### config.mk
export PLATFORM = sky130hd
export DESIGN_NAME = pe_feed_seq
export DESIGN_NICKNAME = d
export VERILOG_FILES = /design/src/rtl/pe_feed_pkg.sv /design/src/rtl/pe_feed_lat_cnt.sv /design/src/rtl/pe_feed_seq.sv
export SDC_FILE = /design/constraint.sdc
export NUM_CORES = 1
export LEC_CHECK = 0
export CAP_MARGIN = 10
export CORE_AREA = 2 2 263 265
export DETAILED_ROUTE_END_ITERATION = 12
export DIE_AREA = 0 0 265 267
export SYNTH_ARGS = -nofsm -noshare
export SYNTH_HDL_FRONTEND = slang
export SYNTH_SLANG_ARGS = --single-unit
export TNS_END_PERCENT = 30
### constraint.sdc
create_clock -name clk -period 7.4 [get_ports clk]
set_input_delay 1.48 -clock clk [delete_from_list [all_inputs] [get_ports clk]]
set_output_delay 1.48 -clock clk [all_outputs]
set_load 0.01 [all_outputs]
### src/rtl/pe_feed_pkg.sv
// Shared types and default geometry for the PE feed sequencer.
package pe_feed_pkg;

  localparam int DEF_SWORD_LEN = 16;
  localparam int DEF_WWORD_LEN = 32;
  localparam int DEF_NEU_IN    = 8;
  localparam int DEF_PE_LAT    = 2;

  localparam int DATA_W   = DEF_SWORD_LEN * DEF_NEU_IN;
  localparam int WEIGHT_W = (DEF_SWORD_LEN + DEF_WWORD_LEN) * DEF_NEU_IN;
  localparam int Q_W      = 2 * DEF_WWORD_LEN;
  localparam int NW_OFS   = DEF_NEU_IN * DEF_SWORD_LEN;

  typedef enum logic [2:0] {
    LOAD_S  = 3'd0,
    LOAD_NW = 3'd1,
    LOAD_OW = 3'd2,
    FIRE    = 3'd3,
    WAIT    = 3'd4,
    OUT     = 3'd5
  } pe_state_t;

endpackage

### src/rtl/pe_feed_lat_cnt.sv
// Loadable down-counter that times the PE transfer-function latency.
module pe_feed_lat_cnt #(
  parameter int CW = 2
) (
  input  logic          clk,
  input  logic          rst,
  input  logic          load_i,
  input  logic [CW-1:0] load_val_i,
  input  logic          dec_i,
  output logic          done_o
);

  logic [CW-1:0] cnt_q, cnt_d;

  always_comb begin
    cnt_d = cnt_q;
    if (load_i) begin
      cnt_d = load_val_i;
    end else if (dec_i && cnt_q != '0) begin
      cnt_d = cnt_q - CW'(1);
    end
  end

  always_ff @(posedge clk) begin
    if (rst) cnt_q <= '0;
    else     cnt_q <= cnt_d;
  end

  // done marks the last counted cycle, so the consumer acts on the edge ending it
  assign done_o = dec_i && (cnt_q == CW'(1));

endmodule

### src/rtl/pe_feed_seq.sv
// Serial-to-wide feed sequencer for one 8-in/2-out PE; optional weight retention
// is enabled by defining PE_FEED_WKEEP_EN.
module pe_feed_seq
  import pe_feed_pkg::*;
#(
  parameter int SWORD_LEN = DEF_SWORD_LEN,
  parameter int WWORD_LEN = DEF_WWORD_LEN,
  parameter int NEU_IN    = DEF_NEU_IN,
  parameter int PE_LAT    = DEF_PE_LAT
) (
  input  logic                                    clk,
  input  logic                                    rst,
  input  logic [WWORD_LEN-1:0]                    in_data,
  input  logic                                    in_valid,
  output logic                                    in_ready,
  input  logic                                    in_wkeep,
  output logic                                    pe_ce,
  output logic [SWORD_LEN*NEU_IN-1:0]             pe_data,
  output logic [(SWORD_LEN+WWORD_LEN)*NEU_IN-1:0] pe_weight,
  input  logic [2*WWORD_LEN-1:0]                  pe_q,
  output logic [2*WWORD_LEN-1:0]                  out_q,
  output logic                                    out_valid,
  input  logic                                    out_ready,
  output logic                                    busy,
  output pe_state_t                               dbg_state
);

  localparam int DW  = SWORD_LEN * NEU_IN;
  localparam int WTW = (SWORD_LEN + WWORD_LEN) * NEU_IN;
  localparam int QW  = 2 * WWORD_LEN;
  localparam int NWO = NEU_IN * SWORD_LEN;
  localparam int BW  = (NEU_IN > 1) ? $clog2(NEU_IN) : 1;
  localparam int CW  = $clog2(PE_LAT + 1);

  // Handshakes: a word moves on a clk edge where in_valid && in_ready; a result
  // moves where out_valid && out_ready. Neither side buffers or flags stray strobes.

  pe_state_t      state_q, state_d;
  logic [BW-1:0]  beat_q, beat_d;
  logic [DW-1:0]  data_q;
  logic [WTW-1:0] weight_q;
  logic [QW-1:0]  out_q_q;
  logic           out_valid_q;
  logic           accept, last_beat, skip_w, lat_load, lat_dec, lat_done, capture;
  int             s_ofs, w_ofs;

`ifdef PE_FEED_WKEEP_EN
  logic keep_q, keep_d;
  assign skip_w = (beat_q == '0) ? in_wkeep : keep_q;
`else
  logic unused_wkeep;
  assign unused_wkeep = in_wkeep;
  assign skip_w       = 1'b0;
`endif

  assign last_beat = (beat_q == BW'(NEU_IN - 1));
  assign s_ofs     = int'(beat_q) * SWORD_LEN;
  assign w_ofs     = NWO + int'(beat_q) * WWORD_LEN;

  always_comb begin
    state_d  = state_q;
    beat_d   = beat_q;
    in_ready = 1'b0;
    pe_ce    = 1'b0;
    lat_load = 1'b0;
    lat_dec  = 1'b0;
    capture  = 1'b0;
`ifdef PE_FEED_WKEEP_EN
    keep_d   = keep_q;
`endif
    case (state_q)
      LOAD_S, LOAD_NW, LOAD_OW: begin
        in_ready = 1'b1;
        if (in_valid) begin
          beat_d = beat_q + BW'(1);
`ifdef PE_FEED_WKEEP_EN
          if (state_q == LOAD_S && beat_q == '0) keep_d = in_wkeep;
`endif
          if (last_beat) begin
            beat_d = '0;
            case (state_q)
              LOAD_S:  state_d = skip_w ? FIRE : LOAD_NW;
              LOAD_NW: state_d = LOAD_OW;
              default: state_d = FIRE;
            endcase
          end
        end
      end
      FIRE: begin
        pe_ce    = 1'b1;
        lat_load = 1'b1;
        state_d  = WAIT;
      end
      WAIT: begin
        lat_dec = 1'b1;
        if (lat_done) begin
          capture = 1'b1;
          state_d = OUT;
        end
      end
      OUT: begin
        if (out_ready) begin
          state_d = LOAD_S;
`ifdef PE_FEED_WKEEP_EN
          keep_d  = 1'b0;
`endif
        end
      end
      default: state_d = LOAD_S;
    endcase
  end

  assign accept = in_valid && in_ready;

  always_ff @(posedge clk) begin
    if (rst) begin
      state_q     <= LOAD_S;
      beat_q      <= '0;
      data_q      <= '0;
      weight_q    <= '0;
      out_q_q     <= '0;
      out_valid_q <= 1'b0;
`ifdef PE_FEED_WKEEP_EN
      keep_q      <= 1'b0;
`endif
    end else begin
      state_q <= state_d;
      beat_q  <= beat_d;
`ifdef PE_FEED_WKEEP_EN
      keep_q  <= keep_d;
`endif
      if (accept && state_q == LOAD_S)  data_q[s_ofs +: SWORD_LEN]   <= in_data[SWORD_LEN-1:0];
      if (accept && state_q == LOAD_NW) weight_q[s_ofs +: SWORD_LEN] <= in_data[SWORD_LEN-1:0];
      if (accept && state_q == LOAD_OW) weight_q[w_ofs +: WWORD_LEN] <= in_data;
      if (capture) begin
        out_q_q     <= pe_q;
        out_valid_q <= 1'b1;
      end else if (state_q == OUT && out_ready) begin
        out_valid_q <= 1'b0;
      end
    end
  end

  pe_feed_lat_cnt #(.CW(CW)) u_lat_cnt (
    .clk        (clk),
    .rst        (rst),
    .load_i     (lat_load),
    .load_val_i (CW'(PE_LAT)),
    .dec_i      (lat_dec),
    .done_o     (lat_done)
  );

  assign pe_data   = data_q;
  assign pe_weight = weight_q;
  assign out_q     = out_q_q;
  assign out_valid = out_valid_q;
  assign busy      = !(state_q == LOAD_S && beat_q == '0);
  assign dbg_state = state_q;

endmodule

==> run summary, run 1 <==
RUN STATUS
-----------------------------------------------------------------------------------------------
Status                                                                             finished clean

FLOORPLAN
-----------------------------------------------------------------------------------------------
Starting Density                                                                          33.1%
Core area                                                                           68,000 um^2
Die width                                                                                265 um
Number of cell rows                                                                          96
Die height                                                                               267 um
Die area                                                                            70,800 um^2
Number of placed I/O pins                                                                   684

CLOCK TREE
-----------------------------------------------------------------------------------------------
Total of cells resized after clock tree synthesis                                             0
Buffer cell driving the clock tree root                                               clkbuf_16
Clock sink count                                                                            585
Maximum root-to-sink buffer count                                                             3
Clock buffers created by TritonCTS                                                           67
Level count of the clock H-tree                                                               3
Cts hold-fix bufs                                                                             0
Number of buffers inserted by post-CTS setup repair                                           0
Clock input transition at the sequential cells of the worst setup and hold paths        0.06 ns
Clock latency reported for the late side of the worst-skew pair                         0.61 ns
Clock tree from TritonCTS                                                                  done

POWER AND IR DROP
-----------------------------------------------------------------------------------------------
Switching share of total power                                                            24.0%
Clock power share                                                                         50.8%
Combinational share of power                                                               5.9%
Standby leakage power                                                                 0.0108 uW
Int Pwr                                                                                 5560 uW
Switching power                                                                         1750 uW
Post-layout total power                                                                 7310 uW
Power per cell area                                                                 227 nW/um^2
Share of total power in sequential cells                                                  43.3%
Max IR drop VDD                                                                        0.152 mV

PLACE
-----------------------------------------------------------------------------------------------
Pre-CTS setup slack                                                                     2.84 ns
Placer congestion estimate                                                                0.804
Final HPWL from detailed placement                                                      66.7 mm
Port Buf Inserts                                                                            682
Post-placement cell area                                                            29,700 um^2

SYNTH
-----------------------------------------------------------------------------------------------
Number of instances in the synthesized netlist                                            2,780
Number of flops mapped to enable cells by yosys                                               0
Synthesis-stage register bit count                                                          585
Mapped cell area                                                                    22,500 um^2
Number of library cell types mapped by synthesis                                             55
Sequential fraction of the synthesis area                                                 52.0%
Number of warnings issued by yosys                                                            0
Top_reg_cell synth                                                                      dfxtp_1
Average cell area after synthesis                                                     8.10 um^2
Async set or reset register ratio after synthesis                                            0%
Number of nets in the synthesized netlist                                                 2,892

JOB
-----------------------------------------------------------------------------------------------
Max Cap Viol                                                                                  0

FINAL LAYOUT
-----------------------------------------------------------------------------------------------
Final instance area                                                                 32,200 um^2
Area added between synthesis and finish                                                   42.8%
Fill cell instance count of the final layout                                              6,691
Proportion of layout cells with a drive suffix above 1                                    5.92%
Area used by multi-input combinational logic                                          9660 um^2
Number of nets at the end of the flow                                                     3,409
Sequential standard cell area                                                       11,700 um^2
Most common cell after layout, fill and taps aside                                      nand2_1
Commonest cells after routing, fill and taps aside                                 700 x nand2_1, 673 x clkdlybuf4s50_1, 584 x dfxtp_1, 513 x a21oi_1, 273 x nand3_1

GLOBAL ROUTING
-----------------------------------------------------------------------------------------------
Number of global-route vias before repair                                                20,639
First-pass GRT wire length                                                               147 mm
Total global routing overflow                                                                 0
Total track usage                                                                         28.1%
Number of antenna violations at the first check in global routing                             4
Largest net degree at the start of global routing                                           212

MIN PATH
-----------------------------------------------------------------------------------------------
HP Class                                                                           flip-flop to flip-flop

DETAILED ROUTING
-----------------------------------------------------------------------------------------------
DR pass1 iterations                                                                           5
1st-iter DRT viols                                                                        2,484
Sum of routed wire length over all layers                                                104 mm
DR vias/cell                                                                               5.26
Count of antenna-violating nets left after detailed routing                                   0
Average wire per cell in the routed design                                              24.5 um
Number of vias in the routed layout                                                      22,250
Remaining design rule violation count                                                         0

TIMING
-----------------------------------------------------------------------------------------------
Final period demand of the worst path                                                   4.47 ns
Period Utilization, post-route                                                            60.4%
Total Negative Setup Slacks                                                                0 ns
Worst clock skew                                                                      0.0251 ns
Slack of the critical path                                                              2.93 ns
Number of setup violations in the final report                                                0
Achievable frequency                                                                    224 MHz
RSZ-0062 raised after global routing                                                         no
Final-report max-slew violation count                                                         0
Fin. Hold Viols                                                                               0
Actual slew at the worst max-slew pin                                                   1.20 ns
Worst rel slew slack                                                                      19.7%

SETUP PATH
-----------------------------------------------------------------------------------------------
Required time of the worst setup path                                                   5.92 ns
Critical path data arrival time                                                         2.99 ns
Kind of critical path                                                              flip-flop to output port
Startpoint type of the worst setup path                                               flip-flop
Maximum fanout along the worst path                                                          21
Type of element capturing the critical path                                         output port

## Yosys cell counts (all sizes together) (16+ instances only)
| cell type | number | share of area [%] |
|---|---|---|
| nand2 | 700 | 12 |
| dfxtp | 585 | 52 |
| a21oi | 514 | 11 |
| nand3 | 276 | 6.1 |
| clkbuf | 200 | 3.3 |
| buf | 85 | 1.9 |
| nor2 | 71 | 1.3 |
| mux2i | 56 | 2.5 |
| a311oi | 45 | 1.7 |
| o21ai | 36 | 0.82 |
| nor2b | 31 | 0.86 |
| and2 | 22 | 0.61 |
| a211oi | 20 | 0.67 |
| and3 | 18 | 0.50 |
| nor3 | 17 | 0.54 |
| a32o | 16 | 0.71 |
## final timing paths
check	depth (start not counted)	slack (ns)	endpoint	from
setup / recovery	3	2.93	pe_ce	dbg_state[0]
hold / removal	2	0.45	pe_data[87]	pe_data[87]
setup reg to reg	7	3.51	pe_weight[94]	beat_q[1]
hold reg to reg	2	0.45	pe_data[87]	pe_data[87]
## power by group through the flow
stage	Combinational [uW]	Clock, uW	Sequential, uW
global placement	427	0	3230
global route	449	3910	3160
floorplan	195	0	3230
CTS	427	3780	3160
finish	431	3720	3160
detailed placement	426	0	3230
## metal layers
metal,global-route usage [%],vias to the layer above,wire length (um)
met5,0,-,0
met2,45.9,979,48600
met3,6.59,169,8880
li1,-,10467,-
met4,10.1,0,3520
met1,36.2,10635,42900
## kinds of logic (layout without fill, tap and decap cells)
kind of cell | after synthesis | count (layout) | synth area share [%]
AOI/OAI and AO/OA | 648 | 648 | 16.0
xor gates and xnor gates | 1 | 1 | 0.0389
adders and majority gates | 11 | 11 | 0.611
buffers and inverters | 291 | 858 | 5.37
DFF | 585 | 585 | 52.0
muxes | 56 | 56 | 2.49
other | 0 | 2 | 0
and+or+nand+nor | 1188 | 1188 | 23.5
## metrics by stage
stage                     instances  util [%]  hold WS (ns)
final                          4231      47.3         0.449
after global routing           4229      47.3         0.462
after CTS                      4229      47.3         0.450
after detailed placement       4110      43.7         0.442
after global placement         4110      43.7         0.438
after floorplan                2780         -         0.476
## layout make-up
cell class | instances | share of cell area, %
tap | 882 | 3.43
sequential | 585 | 36.4
antenna | 2 | 0.0156
multi-input combinational | 1904 | 30.0
clock buffer | 90 | 5.99
timing repair buffer | 733 | 22.4
inverter | 6 | 0.0700
clock inverter | 29 | 1.63
## state kept, by name, summed over array words and instances, names as in the netlist
signal           flops
pe_data            128
pe_weight          384
out_q               64
beat_q               3
dbg_state            3
u_lat_cnt.cnt_q      2
out_valid            1
## worst max-delay path: stages, from the launching register on
cell             delay [ns]
dfxtp_1                0.78
nor2b_1                0.69
and2_1                 0.29
clkdlybuf4s50_1        0.64
No activity file was read; power rests on OpenSTA's default activity.
==> run 2: changes to the inputs <==
==> constraint.sdc (replaced) <==
create_clock -name clk -period 4.3 [get_ports clk]
set_input_delay 0.86 -clock clk [delete_from_list [all_inputs] [get_ports clk]]
set_output_delay 0.86 -clock clk [all_outputs]
set_load 0.01 [all_outputs]
==> run 2 against run 1 <==
Register-to-register slack worse by 2.7 ns. Largest cell class unchanged. First-iteration DRC count is 12% lower. Via count is 1.3% higher. Count of clock-buffer cells in the layout is 7 higher. Routed wire length is 0.23% lower. Critical path type is now flip-flop to flip-flop. Combinational power is 75% higher. Die area stayed put. Critical path depth is 4 higher. Sequential cell count stayed put.
==> run summary, run 2 (same netlist as run 1, synthesis figures left out) <==
FINAL LAYOUT
-----------------------------------------------------------------------------------------------
Fill cell instance count of the final layout                                              6,804   was 6,691
Commonest cells after routing, fill and taps aside                                 700 x nand2_1, 673 x clkdlybuf4s50_1, 584 x dfxtp_1, 513 x a21oi_1, 273 x nand3_1   unchanged
Max reg flops                                                                               384   unchanged
Proportion of layout cells with a drive suffix above 1                                    6.27%   was 5.92%
Final instance count without filler cells                                                 4,247   was 4,231
Area added between synthesis and finish                                                   42.3%   was 42.8%
Diodes inserted                                                                               0   was 2
Area used by multi-input combinational logic                                          9660 um^2   unchanged
Sequential standard cell area                                                       11,700 um^2   unchanged
Most common cell after layout, fill and taps aside                                      nand2_1   unchanged
Number of nets at the end of the flow                                                     3,430   was 3,409

TIMING
-----------------------------------------------------------------------------------------------
Final-report max-slew violation count                                                         0   unchanged
Actual slew at the worst max-slew pin                                                   1.24 ns   was 1.20 ns
Number of setup violations in the final report                                                0   unchanged
Period Utilization, post-route                                                            80.8%
Achievable frequency                                                                    288 MHz
Total Negative Setup Slacks                                                                0 ns   unchanged
Fin. Hold Viols                                                                               0   unchanged
Final hold slack                                                                       0.448 ns   was 0.449 ns
Worst clock skew                                                                      0.0141 ns   was 0.0251 ns
RSZ-0062 raised after global routing                                                         no   unchanged
Final period demand of the worst path                                                   3.47 ns
Worst rel slew slack                                                                      17.1%   was 19.7%

CLOCK TREE
-----------------------------------------------------------------------------------------------
Clock sink count                                                                            585   unchanged
Maximum root-to-sink buffer count                                                             3   unchanged
Cts hold-fix bufs                                                                             0   unchanged
Clock input transition at the sequential cells of the worst setup and hold paths        0.06 ns   about the same
Buffer cell driving the clock tree root                                               clkbuf_16   unchanged
Number of buffers inserted by post-CTS setup repair                                           0   unchanged
Total of cells resized after clock tree synthesis                                             0   unchanged
Clock tree from TritonCTS                                                                  done   unchanged
Clock buffers created by TritonCTS                                                           66   was 67
Clock latency reported for the late side of the worst-skew pair                         0.59 ns   was 0.61 ns
Level count of the clock H-tree                                                               3   unchanged

FLOORPLAN
-----------------------------------------------------------------------------------------------
Core area                                                                           68,000 um^2   unchanged
Number of placed I/O pins                                                                   684   unchanged
Number of cell rows                                                                          96   unchanged
Die area                                                                            70,800 um^2   unchanged
Starting Density                                                                          33.1%   unchanged
Die height                                                                               267 um   unchanged
Die width                                                                                265 um   unchanged

POWER AND IR DROP
-----------------------------------------------------------------------------------------------
Power per cell area                                                                 370 nW/um^2   was 227 nW/um^2
Post-layout total power                                                               11,800 uW   was 7310 uW
Standby leakage power                                                                 0.0108 uW   about the same
Max IR drop VDD                                                                        0.255 mV   was 0.152 mV

PLACE
-----------------------------------------------------------------------------------------------
Number of placed instances, taps included                                                 4,132   was 4,110
Port Buf Inserts                                                                            682   unchanged
Final HPWL from detailed placement                                                      68.3 mm   was 66.7 mm
Placer congestion estimate                                                                0.806   was 0.804

JOB
-----------------------------------------------------------------------------------------------
Max Cap Viol                                                                                  0   unchanged

MIN PATH
-----------------------------------------------------------------------------------------------
HP Class                                                                           flip-flop to flip-flop   unchanged
Worst hold path depth                                                                         2   unchanged

GLOBAL ROUTING
-----------------------------------------------------------------------------------------------
Total global routing overflow                                                                 0   unchanged
Total track usage                                                                         28.0%   was 28.1%
First-pass GRT wire length                                                               147 mm   about the same
Number of antenna violations at the first check in global routing                             2   was 4
Number of global-route vias before repair                                                20,629   was 20,639
Largest net degree at the start of global routing                                           162   was 212

RUN STATUS
-----------------------------------------------------------------------------------------------
Status                                                                             finished clean   unchanged

SETUP PATH
-----------------------------------------------------------------------------------------------
Critical path data arrival time                                                         3.91 ns   was 2.99 ns
Maximum fanout along the worst path                                                          16   was 21
Type of element capturing the critical path                                           flip-flop   was output port
Required time of the worst setup path                                                   4.73 ns   was 5.92 ns
Kind of critical path                                                              flip-flop to flip-flop   was flip-flop to output port
Number of cells on the worst reg-to-reg path                                                  7   unchanged
Startpoint type of the worst setup path                                               flip-flop   unchanged
Flop-to-flop setup slack                                                                0.83 ns   was 3.51 ns

DETAILED ROUTING
-----------------------------------------------------------------------------------------------
1st-iter DRT viols                                                                        2,176   was 2,484
Average wire per cell in the routed design                                              24.4 um   was 24.5 um
DR pass1 iterations                                                                           6   was 5
DR vias/cell                                                                               5.30   was 5.26
Number of vias in the routed layout                                                      22,530   was 22,250
Sum of routed wire length over all layers                                                104 mm   about the same
Remaining design rule violation count                                                         0   unchanged
Count of antenna-violating nets left after detailed routing                                   0   unchanged

run 2: cell types whose count changed in the layout (fill, tap and decap cells not counted), sizes merged, moves of 3 or more:
cell      before  now
buf           60   82
clkinvlp       5    2
clkinv         9   14
clkbuf        90   97
bufinv        13    2
run 2: where the power goes:
part	switching (uW)	total [uW]	leakage [uW]	internal (uW)
sequential	6.88	5440	0.00471	5430
clock	2350	5660	0.00106	3310
combinational	554	753	0.00505	199
total	2910	11800	0.0108	8940
run 2: layer usage:
metal	share of wire (%)	GRT usage [%]
met2	47	46.1
met3	8.0	7.09
met1	42	35.7
met4	3.3	9.91
met5	0	0
run 2: final timing paths:
kind	start	endpoint
max	beat_q[2]	pe_weight[27]
min	pe_data[83]	pe_data[83]
max reg2reg	beat_q[2]	pe_weight[27]
min reg2reg	pe_data[83]	pe_data[83]
run 2: metrics by stage:
stage | setup slack (ns) | util [%] | area [um^2]
after floorplan | 1.70 | - | 22500
after global placement | 0.752 | 43.9 | 29900
after detailed placement | 0.707 | 43.9 | 29900
after CTS | 0.807 | 47.1 | 32000
after global routing | 0.503 | 47.1 | 32000
final | 0.826 | 47.1 | 32000
run 2: worst max-delay path, stage by stage, from the launching register on:
cell and delay, ns:
dfxtp_1 0.57, inv_1 0.12, ha_1 0.68, buf_4 0.31, nand4b_1 0.59, nand2b_1 0.75, nand2_1 0.21, a21oi_1 0.08
run 2: final cells by class:
class                      instances  share of cell area [%]
clock buffer                      97                    6.15
clock inverter                    18                   0.594
inverter                           6                  0.0703
multi-input combinational       1904                    30.2
sequential                       585                    36.6
tap                              882                    3.44
timing repair buffer             755                    23.0
==> run 3: changes to the inputs <==
==> constraint.sdc (replaced) <==
create_clock -name clk -period 3.06 [get_ports clk]
set_input_delay 0.612 -clock clk [delete_from_list [all_inputs] [get_ports clk]]
set_output_delay 0.612 -clock clk [all_outputs]
set_load 0.01 [all_outputs]
==> run 3 against run 2 <==
Sequential cell count did not move. Combinational power up 46%. Sequential power grew 40%. Clock skew up 0.011 ns. Via count is 0.85% higher. Critical path type is now flip-flop to output port. Critical endpoint is now pe_ce. Largest power group unchanged. Highest routed layer unchanged.
==> run summary, run 3 (same netlist as run 1, synthesis figures left out) <==
TIMING
-----------------------------------------------------------------------------------------------
Fin. Hold Viols                                                                               0   unchanged
Final-report max-slew violation count                                                         0   unchanged
Final hold slack                                                                       0.398 ns   was 0.448 ns
Worst clock skew                                                                      0.0251 ns   was 0.0141 ns
Actual slew at the worst max-slew pin                                                   1.10 ns   was 1.24 ns
Final period demand of the worst path                                                   2.93 ns
Achievable frequency                                                                    342 MHz
Number of setup violations in the final report                                                0   unchanged
Total Negative Setup Slacks                                                                0 ns   unchanged
Period Utilization, post-route                                                            95.7%
RSZ-0062 raised after global routing                                                         no   unchanged
Worst rel slew slack                                                                      27.0%   was 17.1%

CLOCK TREE
-----------------------------------------------------------------------------------------------
Clock latency reported for the late side of the worst-skew pair                         0.60 ns   was 0.59 ns
Maximum root-to-sink buffer count                                                             3   unchanged
Cts hold-fix bufs                                                                             0   unchanged
Total of cells resized after clock tree synthesis                                             0   unchanged
Number of buffers inserted by post-CTS setup repair                                           0   unchanged
Clock tree from TritonCTS                                                                  done   unchanged
Level count of the clock H-tree                                                               3   unchanged
Buffer cell driving the clock tree root                                               clkbuf_16   unchanged
Clock input transition at the sequential cells of the worst setup and hold paths        0.06 ns   about the same
Clock sink count                                                                            585   unchanged
Clock buffers created by TritonCTS                                                           67   was 66

SETUP PATH
-----------------------------------------------------------------------------------------------
Maximum fanout along the worst path                                                          12   was 16
Slowest cell on crit path                                                          clkdlybuf4s50_1   was nand2b_1
Flop-to-flop setup slack                                                                0.29 ns   was 0.83 ns
Kind of critical path                                                              flip-flop to output port   was flip-flop to flip-flop
Type of element capturing the critical path                                         output port   was flip-flop
CP max stage delay                                                                      0.66 ns   was 0.75 ns
Critical path data arrival time                                                         2.32 ns   was 3.91 ns
Kind of cell with the highest combined delay on the critical path                  buffers and inverters   was simple AND/OR/NAND/NOR gates
Startpoint type of the worst setup path                                               flip-flop   unchanged
Required time of the worst setup path                                                   2.45 ns   was 4.73 ns
Cells along the critical path                                                      nor2b_1 > and2_1 > clkdlybuf4s50_1   was inv_1 > ha_1 > buf_4 > nand4b_1 > nand2b_1 > nand2_1 > a21oi_1
Buffers & Inverters on Critical Path                                                          1   was 2

POWER AND IR DROP
-----------------------------------------------------------------------------------------------
Power per cell area                                                                 519 nW/um^2   was 370 nW/um^2
Max IR drop VDD                                                                        0.395 mV   was 0.255 mV
Standby leakage power                                                                 0.0112 uW   was 0.0108 uW

FLOORPLAN
-----------------------------------------------------------------------------------------------
Die height                                                                               267 um   unchanged
Die width                                                                                265 um   unchanged
Core area                                                                           68,000 um^2   unchanged
Number of cell rows                                                                          96   unchanged
Die area                                                                            70,800 um^2   unchanged
Starting Density                                                                          33.1%   unchanged
Number of placed I/O pins                                                                   684   unchanged

DETAILED ROUTING
-----------------------------------------------------------------------------------------------
Count of antenna-violating nets left after detailed routing                                   0   unchanged
Sum of routed wire length over all layers                                                104 mm   about the same
1st-iter DRT viols                                                                        2,173   was 2,176
DR pass1 iterations                                                                           5   was 6
Remaining design rule violation count                                                         0   unchanged
Number of vias in the routed layout                                                      22,721   was 22,530
DR vias/cell                                                                               5.28   was 5.30
Average wire per cell in the routed design                                              24.2 um   was 24.4 um

FINAL LAYOUT
-----------------------------------------------------------------------------------------------
Diodes inserted                                                                               0   unchanged
Commonest cells after routing, fill and taps aside                                 700 x nand2_1, 672 x clkdlybuf4s50_1, 584 x dfxtp_1, 513 x a21oi_1, 273 x nand3_1   was 700 x nand2_1, 673 x clkdlybuf4s50_1, 584 x dfxtp_1, 513 x a21oi_1, 273 x nand3_1
Most common cell after layout, fill and taps aside                                      nand2_1   unchanged
Area added between synthesis and finish                                                   45.8%   was 42.3%
Fill cell instance count of the final layout                                              6,687   was 6,804
Layout Utilization                                                                        48.3%   was 47.1%
Number of nets at the end of the flow                                                     3,486   was 3,430
Area used by multi-input combinational logic                                          9660 um^2   unchanged
Proportion of layout cells with a drive suffix above 1                                    8.03%   was 6.27%
Sequential standard cell area                                                       11,700 um^2   unchanged
Max reg flops                                                                               384   unchanged

GLOBAL ROUTING
-----------------------------------------------------------------------------------------------
Total track usage                                                                         28.2%   was 28.0%
First-pass GRT wire length                                                               148 mm   was 147 mm
Largest net degree at the start of global routing                                           141   was 162
Number of antenna violations at the first check in global routing                             2   unchanged
Number of global-route vias before repair                                                20,845   was 20,629
Total global routing overflow                                                                 0   unchanged

PLACE
-----------------------------------------------------------------------------------------------
Placer congestion estimate                                                                0.827   was 0.806
Final HPWL from detailed placement                                                      70.6 mm   was 68.3 mm
Port Buf Inserts                                                                            682   unchanged

JOB
-----------------------------------------------------------------------------------------------
Max Cap Viol                                                                                  0   unchanged

MIN PATH
-----------------------------------------------------------------------------------------------
HP Class                                                                           primary input to flip-flop   was flip-flop to flip-flop

RUN STATUS
-----------------------------------------------------------------------------------------------
Status                                                                             finished clean   unchanged

run 3: stage by stage:
step                      cell area, um^2  std cells  worst slack [ns]  power, uW
after floorplan                     22500       2780             0.456       8290
after global placement              30600       4187             0.253       8910
after detailed placement            30600       4187             0.248       8900
after CTS                           32800       4307            0.0784      17200
after global routing                32800       4307            0.0362      17500
final                               32800       4307             0.132      17100
run 3: final cells by class:
| class | instances | area share [%] |
|---|---|---|
| flip-flops and latches | 585 | 35.7 |
| inverters | 6 | 0.0686 |
| clock buffers | 96 | 6.06 |
| multi-input cells | 1904 | 29.4 |
| repair buffers | 810 | 24.6 |
| well taps | 882 | 3.36 |
| clock inverters | 24 | 0.823 |
run 3: per-layer routing:
layer	track usage, %	routed length (um)	vias to the layer above	share of wire (%)
li1	-	-	10621	-
met1	36.4	43800	10934	42
met2	46.8	49600	1016	48
met3	6.20	7920	150	7.6
met4	9.04	3050	0	2.9
met5	0	0	-	0
run 3: path summary, 6_finish.rpt:
path / cells after the start / startpoint / endpoint
setup / recovery: 3 / dbg_state[0] / pe_ce
hold / removal: 2 / rst / pe_weight[164]
setup reg to reg: 7 / beat_q[0] / pe_weight[129]
hold reg to reg: 2 / pe_weight[272] / pe_weight[272]
run 3: power by group:
group | leakage [uW] | switching, uW | total [uW] | internal [uW]
clock | 0.00112 | 3420 | 8310 | 4890
combinational | 0.00541 | 787 | 1100 | 313
sequential | 0.00471 | 10.7 | 7640 | 7630
total | 0.0112 | 4220 | 17100 | 12800
